$ cat src/rtl/bitnet_pkg.sv
// rtl/bitnet_pkg.sv - shared ternary weight codes for the bitnet datapath blocks
package bitnet_pkg;

    typedef logic [1:0] ternary_t;

    localparam ternary_t W_ZERO = 2'b00;
    localparam ternary_t W_POS  = 2'b01;
    localparam ternary_t W_NEG  = 2'b11;
    localparam ternary_t W_RSVD = 2'b10;

    function automatic logic is_reserved(input ternary_t w);
        return w == W_RSVD;
    endfunction

endpackage

$ cat src/rtl/ternary_dot_accum.sv
// rtl/ternary_dot_accum.sv - ternary-weight dot product: decode, saturating accumulate, result register
module ternary_dot_accum
    import bitnet_pkg::*;
#(
    parameter int DATA_WIDTH = 8,
    parameter int ACC_WIDTH  = 24,
    parameter int VEC_LEN    = 64
) (
    input  logic                         clk_in,
    input  logic                         rst_in,
    input  logic                         valid_in,
    input  logic signed [DATA_WIDTH-1:0] data_in,
    input  ternary_t                     weight_in,
    output logic signed [ACC_WIDTH-1:0]  result_out,
    output logic                         valid_out,
    output logic                         sat_out,
    output logic                         code_err_out
);

    localparam int CNT_W = $clog2(VEC_LEN);
    localparam logic [CNT_W-1:0] CNT_LAST = CNT_W'(VEC_LEN - 1);
    localparam logic signed [ACC_WIDTH-1:0] SAT_HI = {1'b0, {(ACC_WIDTH-1){1'b1}}};
    localparam logic signed [ACC_WIDTH-1:0] SAT_LO = {1'b1, {(ACC_WIDTH-1){1'b0}}};

    logic [CNT_W-1:0]            cnt_q, cnt_d;
    logic signed [ACC_WIDTH-1:0] term_q, term_d;
    logic                        term_valid_q;
    logic                        term_last_q, term_last_d;
    logic                        code_err_q, code_err_d;

    logic signed [ACC_WIDTH-1:0] acc_q, acc_d;
    logic                        vsat_q, vsat_d;
    logic                        fresh_q, fresh_d;
    logic                        done_q, done_d;

    logic signed [ACC_WIDTH-1:0] result_q, result_d;
    logic                        sat_q, sat_d;
    logic                        valid_q;

    logic signed [ACC_WIDTH-1:0] data_ext;
    logic signed [ACC_WIDTH-1:0] base;
    logic                        prior_sat;
    logic        [ACC_WIDTH:0]   sum;

    // Negation happens at accumulator width so the most negative input negates exactly.
    assign data_ext = {{(ACC_WIDTH-DATA_WIDTH){data_in[DATA_WIDTH-1]}}, data_in};

    always_comb begin
        term_d      = '0;
        term_last_d = 1'b0;
        cnt_d       = cnt_q;
        code_err_d  = code_err_q;
        case (weight_in)
            W_POS:   term_d = data_ext;
            W_NEG:   term_d = -data_ext;
            default: term_d = '0;
        endcase
        if (valid_in) begin
            term_last_d = (cnt_q == CNT_LAST);
            cnt_d       = (cnt_q == CNT_LAST) ? '0 : cnt_q + CNT_W'(1);
            code_err_d  = code_err_q | is_reserved(weight_in);
        end
    end

    // After a last term the held accumulator is the finished result; the next term restarts from zero.
    assign base      = fresh_q ? '0 : acc_q;
    assign prior_sat = fresh_q ? 1'b0 : vsat_q;
    assign sum       = {base[ACC_WIDTH-1], base} + {term_q[ACC_WIDTH-1], term_q};

    always_comb begin
        acc_d   = acc_q;
        vsat_d  = vsat_q;
        fresh_d = fresh_q;
        done_d  = 1'b0;
        if (term_valid_q) begin
            acc_d  = base;
            vsat_d = prior_sat;
            if (!prior_sat) begin
                if (sum[ACC_WIDTH] != sum[ACC_WIDTH-1]) begin
                    acc_d  = sum[ACC_WIDTH] ? SAT_LO : SAT_HI;
                    vsat_d = 1'b1;
                end else begin
                    acc_d = sum[ACC_WIDTH-1:0];
                end
            end
            fresh_d = term_last_q;
            done_d  = term_last_q;
        end
    end

    always_comb begin
        result_d = result_q;
        sat_d    = sat_q;
        if (done_q) begin
            result_d = acc_q;
            sat_d    = vsat_q;
        end
    end

    always_ff @(posedge clk_in) begin
        if (rst_in) begin
            cnt_q        <= '0;
            term_q       <= '0;
            term_valid_q <= 1'b0;
            term_last_q  <= 1'b0;
            code_err_q   <= 1'b0;
            acc_q        <= '0;
            vsat_q       <= 1'b0;
            fresh_q      <= 1'b0;
            done_q       <= 1'b0;
            result_q     <= '0;
            sat_q        <= 1'b0;
            valid_q      <= 1'b0;
        end else begin
            cnt_q        <= cnt_d;
            term_q       <= term_d;
            term_valid_q <= valid_in;
            term_last_q  <= term_last_d;
            code_err_q   <= code_err_d;
            acc_q        <= acc_d;
            vsat_q       <= vsat_d;
            fresh_q      <= fresh_d;
            done_q       <= done_d;
            result_q     <= result_d;
            sat_q        <= sat_d;
            valid_q      <= done_q;
        end
    end

    assign result_out   = result_q;
    assign valid_out    = valid_q;
    assign sat_out      = sat_q;
    assign code_err_out = code_err_q;

endmodule
$ cat config.mk
export PLATFORM = sky130hd
export DESIGN_NAME = ternary_dot_accum
export DESIGN_NICKNAME = d
export VERILOG_FILES = /design/src/rtl/bitnet_pkg.sv /design/src/rtl/ternary_dot_accum.sv
export SDC_FILE = /design/constraint.sdc
export NUM_CORES = 1
export LEC_CHECK = 0
export ABC_AREA = 0
export CAP_MARGIN = 20
export CORE_MARGIN = 2
export CORE_UTILIZATION = 40
export DETAILED_ROUTE_END_ITERATION = 10
export SYNTH_ARGS = -nofsm -noshare
export SYNTH_HDL_FRONTEND = slang
export SYNTH_SLANG_ARGS = --single-unit
export TNS_END_PERCENT = 50
$ cat constraint.sdc
create_clock -name clk_in -period 6.8 [get_ports clk_in]
set_input_delay 1.36 -clock clk_in [delete_from_list [all_inputs] [get_ports clk_in]]
set_output_delay 1.36 -clock clk_in [all_outputs]
set_load 0.02 [all_outputs]
**Word-level counts from Yosys, hierarchy flattened**

Index checks and enable logic that the tools add are counted.

- Bitwise operators: 3
- Reduce and logical (&&, ||, !) cells: 2
- Muxes and demuxes: 9
- Eq/ne operators: 5
- Add/sub/neg operators: 3

Operators with widths:

| kind | number |
|---|---|
| $mux W24 | 4 |
| $pmux W24 S2 | 1 |
| $add A24 B24 Y25 | 1 |
| $neg A8 Y24 | 1 |
| $add A6 B1 Y6 const B | 1 |
| $eq A6 B6 Y1 const B | 1 |
| $mux W6 | 1 |
| $eq A2 B2 Y1 const B | 2 |
| $reduce_or A2 Y1 | 2 |
| $mux W1 | 3 |
| $eq A2 B1 Y1 const B | 1 |
| $not A1 Y1 | 2 |
| $ne A1 B1 Y1 | 1 |
| $or A1 B1 Y1 | 1 |

- Flip-flop bits (word level): 86
- Input port bits: 13

**Depth between registers and ports, before layout**

- Depth in word-level cells: 5
- Gate-level depth with buffers: 13

**Least setup slack after synthesis**

OpenSTA, ideal clock, no wires.

- Path kind: reg2reg
- Start: reg fresh_q
- End: reg acc_q[22]
- Arrival time: 2,856 ps
- Period minus slack after synthesis: 2,937 ps
- Cell stages (with the launch flop): 13
- Path slack: 3,863 ps
- Cells stage by stage: dfxtp_1 > clkbuf_1 > nor2b_1 > ha_1 > o21a_1 > o2111a_2 > a211oi_4 > o31ai_4 > o21ai_4 > mux2i_4 > buf_4 > o21ai_0 > a211oi_2

- Cells in the longest elaborated chain, start to end: 5
- Elaborated cells on any way between the ends: 7
- Those cells by class: add/sub: 1; eq/ne: 1; mux: 5

Ends and longest elaborated chain:

| item | RTL line | RTL |
|---|---|---|
| start: declaration | ternary_dot_accum.sv:33 | `logic fresh_q, fresh_d;` |
| start signal: assignment | ternary_dot_accum.sv:122 | `fresh_q <= fresh_d;` |
| $mux W24 | ternary_dot_accum.sv:66 | `assign base = fresh_q ? '0 : acc_q;` |
| $add A24 B24 Y25 | ternary_dot_accum.sv:68 | `assign sum = {base[ACC_WIDTH-1], base} + {term_q[ACC_WIDTH-1], term_q};` |
| $mux W24 or $ne A1 B1 Y1 (tied branches) | ternary_dot_accum.sv:80, ternary_dot_accum.sv:79 |  |
| $mux W24 | ternary_dot_accum.sv:79 | `if (sum[ACC_WIDTH] != sum[ACC_WIDTH-1]) begin` |
| $mux W24 (*) | ternary_dot_accum.sv:78 | `if (!prior_sat) begin` |
| end signal: assignment | ternary_dot_accum.sv:107 | `acc_q <= '0;` |
| end signal: assignment | ternary_dot_accum.sv:120 | `acc_q <= acc_d;` |
| end: declaration | ternary_dot_accum.sv:31 | `logic signed [ACC_WIDTH-1:0] acc_q, acc_d;` |

Mark *: on every way between the ends. The rest lies on a longest branch, timed or not.
A chain may end at the register's enable or synchronous reset.

**Worst setup path after layout**

- Start: reg fresh_q
- End: reg acc_q[12]

Same word-level chain as after synthesis.

==> reports/summary.log <==
qor: cts.number_of_clock_sinks_seen_by_cts 81
qor: global_route.grt_pass1_wl 17.91 mm
qor: power_and_ir_drop.cellLeakagePower 2.137 nW
qor: cts.clock_latency 330 ps
qor: timing.finalHoldViolCount 0
qor: cts.cts_tree yes
qor: power_and_ir_drop.power_report.internal_total 920.5 uW
qor: global_route.antenna_found_initial 0
qor: routing.routed-via-count 3799
qor: global_route.maximum_number_of_pins_on_one_net_before_global_route_repair 63
qor: cts.clock_tree.buffer_depth 2
qor: finish.mostFrequentLayoutCells sky130_fd_sc_hd__dfxtp_1 (81), sky130_fd_sc_hd__nor2_1 (74), sky130_fd_sc_hd__clkdlybuf4s50_1 (38), sky130_fd_sc_hd__nand2_1 (37), sky130_fd_sc_hd__a21oi_1 (32)
qor: global_route.number_of_global_route_vias_before_repair 3722
qor: worst_setup_path.endpoint_kind register
qor: finish.area.growth.synth_to_final 16.84%
qor: yosys.syn_area_per_cell 8.787 sq um
qor: worst_setup_path.worst_setup_path_start_kind register
qor: routing.post-route-drc-count 0
qor: power_and_ir_drop.net-switching-power 308.0 uW
qor: yosys.async_reset_ff_frac 0
qor: yosys.ys_seq_elements 81
qor: routing.finalWirelength 10.73 mm
qor: cts.hold_buffer_count_at_cts 0
qor: cts.clock_tree.htree_level_count 3
qor: placement.dp.cells 687
qor: global_route.grt_use_total 0.1745
qor: timing.grt_setup_unrepaired false
qor: finish.finalNetCount 597
qor: cts.clk_pin_slew_worst_paths 60 ps
qor: yosys.ys_warn_count 0
qor: power_and_ir_drop.vdd.ir_drop.worst 0.1710 mV
qor: cts.post_cts_resized 0
qor: worst_setup_path.worst_flop_to_flop_path_endpoint acc_q[12]
qor: timing.post-route-period-util 0.5903
qor: worst_setup_path.crit_arrival 4270 ps
qor: routing.detailedRoute.firstPassIterationCount 4
qor: finish.layout_commonest_cell sky130_fd_sc_hd__dfxtp_1
qor: die.dieHeight 112.1 um
qor: worst_hold_path.hold_path_class reg -> reg
qor: yosys.postSynth.topFlopCell sky130_fd_sc_hd__dfxtp_1
qor: yosys.synthesis.area 4674 sq um
qor: worst_setup_path.worst_r2r_path_depth 11
qor: timing.timing.final.max_slew_violations 0
qor: worst_setup_path.reg2reg_setup_slack 2790 ps
qor: timing.tns 0 ps
qor: routing.detail_route.vias_per_cell 5.412
qor: power_and_ir_drop.power.switching_fraction 0.2507
qor: run_status.run_status finished clean
qor: routing.route.antenna.remaining_nets 0
qor: power_and_ir_drop.power_density 224.9 nW/um^2
qor: cts.tritoncts.num_buffers 9
qor: placement.preCtsSetupSlack 2755 ps
qor: placement.gpl.final_weighted_congestion 0.9151
qor: timing.endpoints_failing_setup 0
qor: timing.fmax 249.1 MHz
qor: die.floorplan.die_area 12570 sq um
qor: die.die_x 112.1 um
qor: timing.tightestPinTransition 970.8 ps
qor: timing.worst_slew_margin_rel 0.3519
qor: yosys.number_of_enable_flip_flop_cells_after_synthesis 0
qor: worst_setup_path.worst_r2r_startpoint fresh_q
qor: yosys.syn-instance-count 532
qor: placement.portBuffers 39
qor: timing.post-route-worst-setup-slack 2786 ps
qor: die.num_rows 39
qor: power_and_ir_drop.report.power.total 1.229 mW
qor: cts.cts.root.buffer_cell sky130_fd_sc_hd__clkbuf_16
qor: timing.clock-skew-final 6.842 ps
qor: timing.finalWorstPathRequiredPeriod 4014 ps
qor: finish.post_route_cells_drive_above_1_share 0.09660
qor: worst_setup_path.critical_path.max_fanout 26
qor: die.placeableCoreArea 11420 sq um
qor: yosys.sequential_cell_area_fraction_in_the_yosys_report 0.3469
qor: yosys.synth_nets 574
qor: worst_setup_path.critPathLaunch fresh_q
qor: finish.antennaDiodeCount 0
qor: power_and_ir_drop.clock_power_share 0.450
qor: routing.avgRoutedWirePerCell 15.29 um
qor: global_route.grt_remaining_overflow 0
qor: power_and_ir_drop.sequentialPowerShare 0.412
qor: power_and_ir_drop.comb_power_share 0.138
qor: finish.final_cell_count_no_fill 702
qor: worst_setup_path.timing.critical_path.required 7060 ps
qor: worst_setup_path.critical_path_capture_point acc_q[12]
qor: worst_setup_path.criticalPathCategory reg -> reg
qor: die.initial_utilization 0.4094
qor: placement.dpl.hpwl 7.760 mm
qor: routing.detail_route.iter0.violations 206
qor: timing.worst_hold_check_slack 464.7 ps
qor: cts.post_cts_buffers 0
qor: run.drv_cap 0
qor: yosys.yosys.cell_types.count 62
qor: die.top_level_i_o_count 40
qor: worst_hold_path.hold_path_depth 2
cells in the mapped netlist (4+ instances only):
| master | number | area [sq um] |
|---|---|---|
| sky130_fd_sc_hd__xor2_1 | 12 | 105.1 |
| sky130_fd_sc_hd__nand2b_1 | 9 | 56.30 |
| sky130_fd_sc_hd__nand4_1 | 4 | 25.02 |
| sky130_fd_sc_hd__a211oi_1 | 4 | 30.03 |
| sky130_fd_sc_hd__a21oi_1 | 32 | 160.2 |
| sky130_fd_sc_hd__and2_1 | 4 | 25.02 |
| sky130_fd_sc_hd__ha_1 | 28 | 350.3 |
| sky130_fd_sc_hd__o211ai_1 | 5 | 37.54 |
| sky130_fd_sc_hd__nand3_1 | 11 | 55.05 |
| sky130_fd_sc_hd__buf_2 | 4 | 20.02 |
| sky130_fd_sc_hd__a211oi_2 | 21 | 262.8 |
| sky130_fd_sc_hd__o21ai_0 | 14 | 70.07 |
| sky130_fd_sc_hd__clkbuf_1 | 20 | 75.07 |
| sky130_fd_sc_hd__a31oi_1 | 5 | 31.28 |
| sky130_fd_sc_hd__nor2b_1 | 27 | 168.9 |
| sky130_fd_sc_hd__nand2_1 | 37 | 138.9 |
| sky130_fd_sc_hd__mux2i_1 | 29 | 290.3 |
| sky130_fd_sc_hd__nor3_1 | 8 | 40.04 |
| sky130_fd_sc_hd__o21a_1 | 5 | 37.54 |
| sky130_fd_sc_hd__nor2_1 | 74 | 277.8 |
| sky130_fd_sc_hd__a21o_1 | 6 | 45.04 |
| sky130_fd_sc_hd__inv_1 | 17 | 63.81 |
| sky130_fd_sc_hd__dfxtp_1 | 81 | 1622 |
| sky130_fd_sc_hd__xnor2_1 | 15 | 131.4 |
| sky130_fd_sc_hd__a21boi_0 | 4 | 30.03 |
cell type report:
cell class,count,area (sq um)
fillers,1151,5957
multi-input cells,404,2849
flip-flops and latches,81,1622
repair buffers,42,407.9
clock buffers,9,225.2
well taps,143,178.9
clock inverters,6,115.1
inverters,17,63.81
logic make-up (layout without fill, tap and decap cells):
| kind of cell | after synthesis | count (layout) | share of synthesized area |
|---|---|---|---|
| buffers and inverters | 47 | 74 | 0.04363 |
| and+or+nand+nor | 191 | 191 | 0.1946 |
| xor gates and xnor gates | 27 | 27 | 0.05059 |
| AOI/OAI and AO/OA | 126 | 126 | 0.2157 |
| muxes | 31 | 31 | 0.06933 |
| adders and majority gates | 29 | 29 | 0.07923 |
| DFF | 81 | 81 | 0.3469 |
flip-flops by register name, indices dropped and copies added (netlist names), 6 cells and up:
name,count
term_q,19
result_out,24
acc_q,24
cnt_q,6
critical path, cell delays in order, from the launching register on:
cell,delay [ps]
sky130_fd_sc_hd__dfxtp_1,960
sky130_fd_sc_hd__nand2b_1,250
sky130_fd_sc_hd__inv_1,50
sky130_fd_sc_hd__ha_1,280
sky130_fd_sc_hd__a211oi_1,350
sky130_fd_sc_hd__o211ai_2,210
sky130_fd_sc_hd__a211oi_4,290
sky130_fd_sc_hd__o31ai_4,100
sky130_fd_sc_hd__o21ai_4,200
sky130_fd_sc_hd__mux2i_4,720
sky130_fd_sc_hd__o21ai_0,260
sky130_fd_sc_hd__a211oi_2,250
power by group through the flow:
| stage | Combinational (mW) | Clock, mW | Sequential (mW) |
|---|---|---|---|
| finish | 0.169 | 0.553 | 0.506 |
| global route | 0.188 | 0.585 | 0.508 |
| CTS | 0.169 | 0.564 | 0.506 |
| detailed placement | 0.168 | 0 | 0.517 |
| global placement | 0.164 | 0 | 0.517 |
| floorplan | 0.133 | 0 | 0.512 |
how the worst min path moves through the flow:
stage / startpoint / endpoint / slack, ps
2_1_floorplan: term_last_q / done_q / 430
3_3_place_gp: code_err_out / code_err_out / 460
3_5_place_dp: term_last_q / done_q / 460
4_1_cts: term_last_q / done_q / 470
5_1_grt: term_last_q / done_q / 490
6_report: term_last_q / done_q / 460
per-stage QoR:
stage / area (sq um) / util
floorplan: 4674 / -
global placement: 5121 / 0.4485
detailed placement: 5121 / 0.4485
CTS: 5461 / 0.4783
global route: 5461 / 0.4783
finish: 5461 / 0.4783
layer usage:
layer,GRT usage,vias up,part of all wire
met2,0.2839,54,0.47
met1,0.2261,1807,0.48
li1,-,1918,-
met4,0.06992,0,0.026
met3,0.03780,20,0.025
met5,0,-,0
Note: power is estimated with default switching activity, not from simulation.
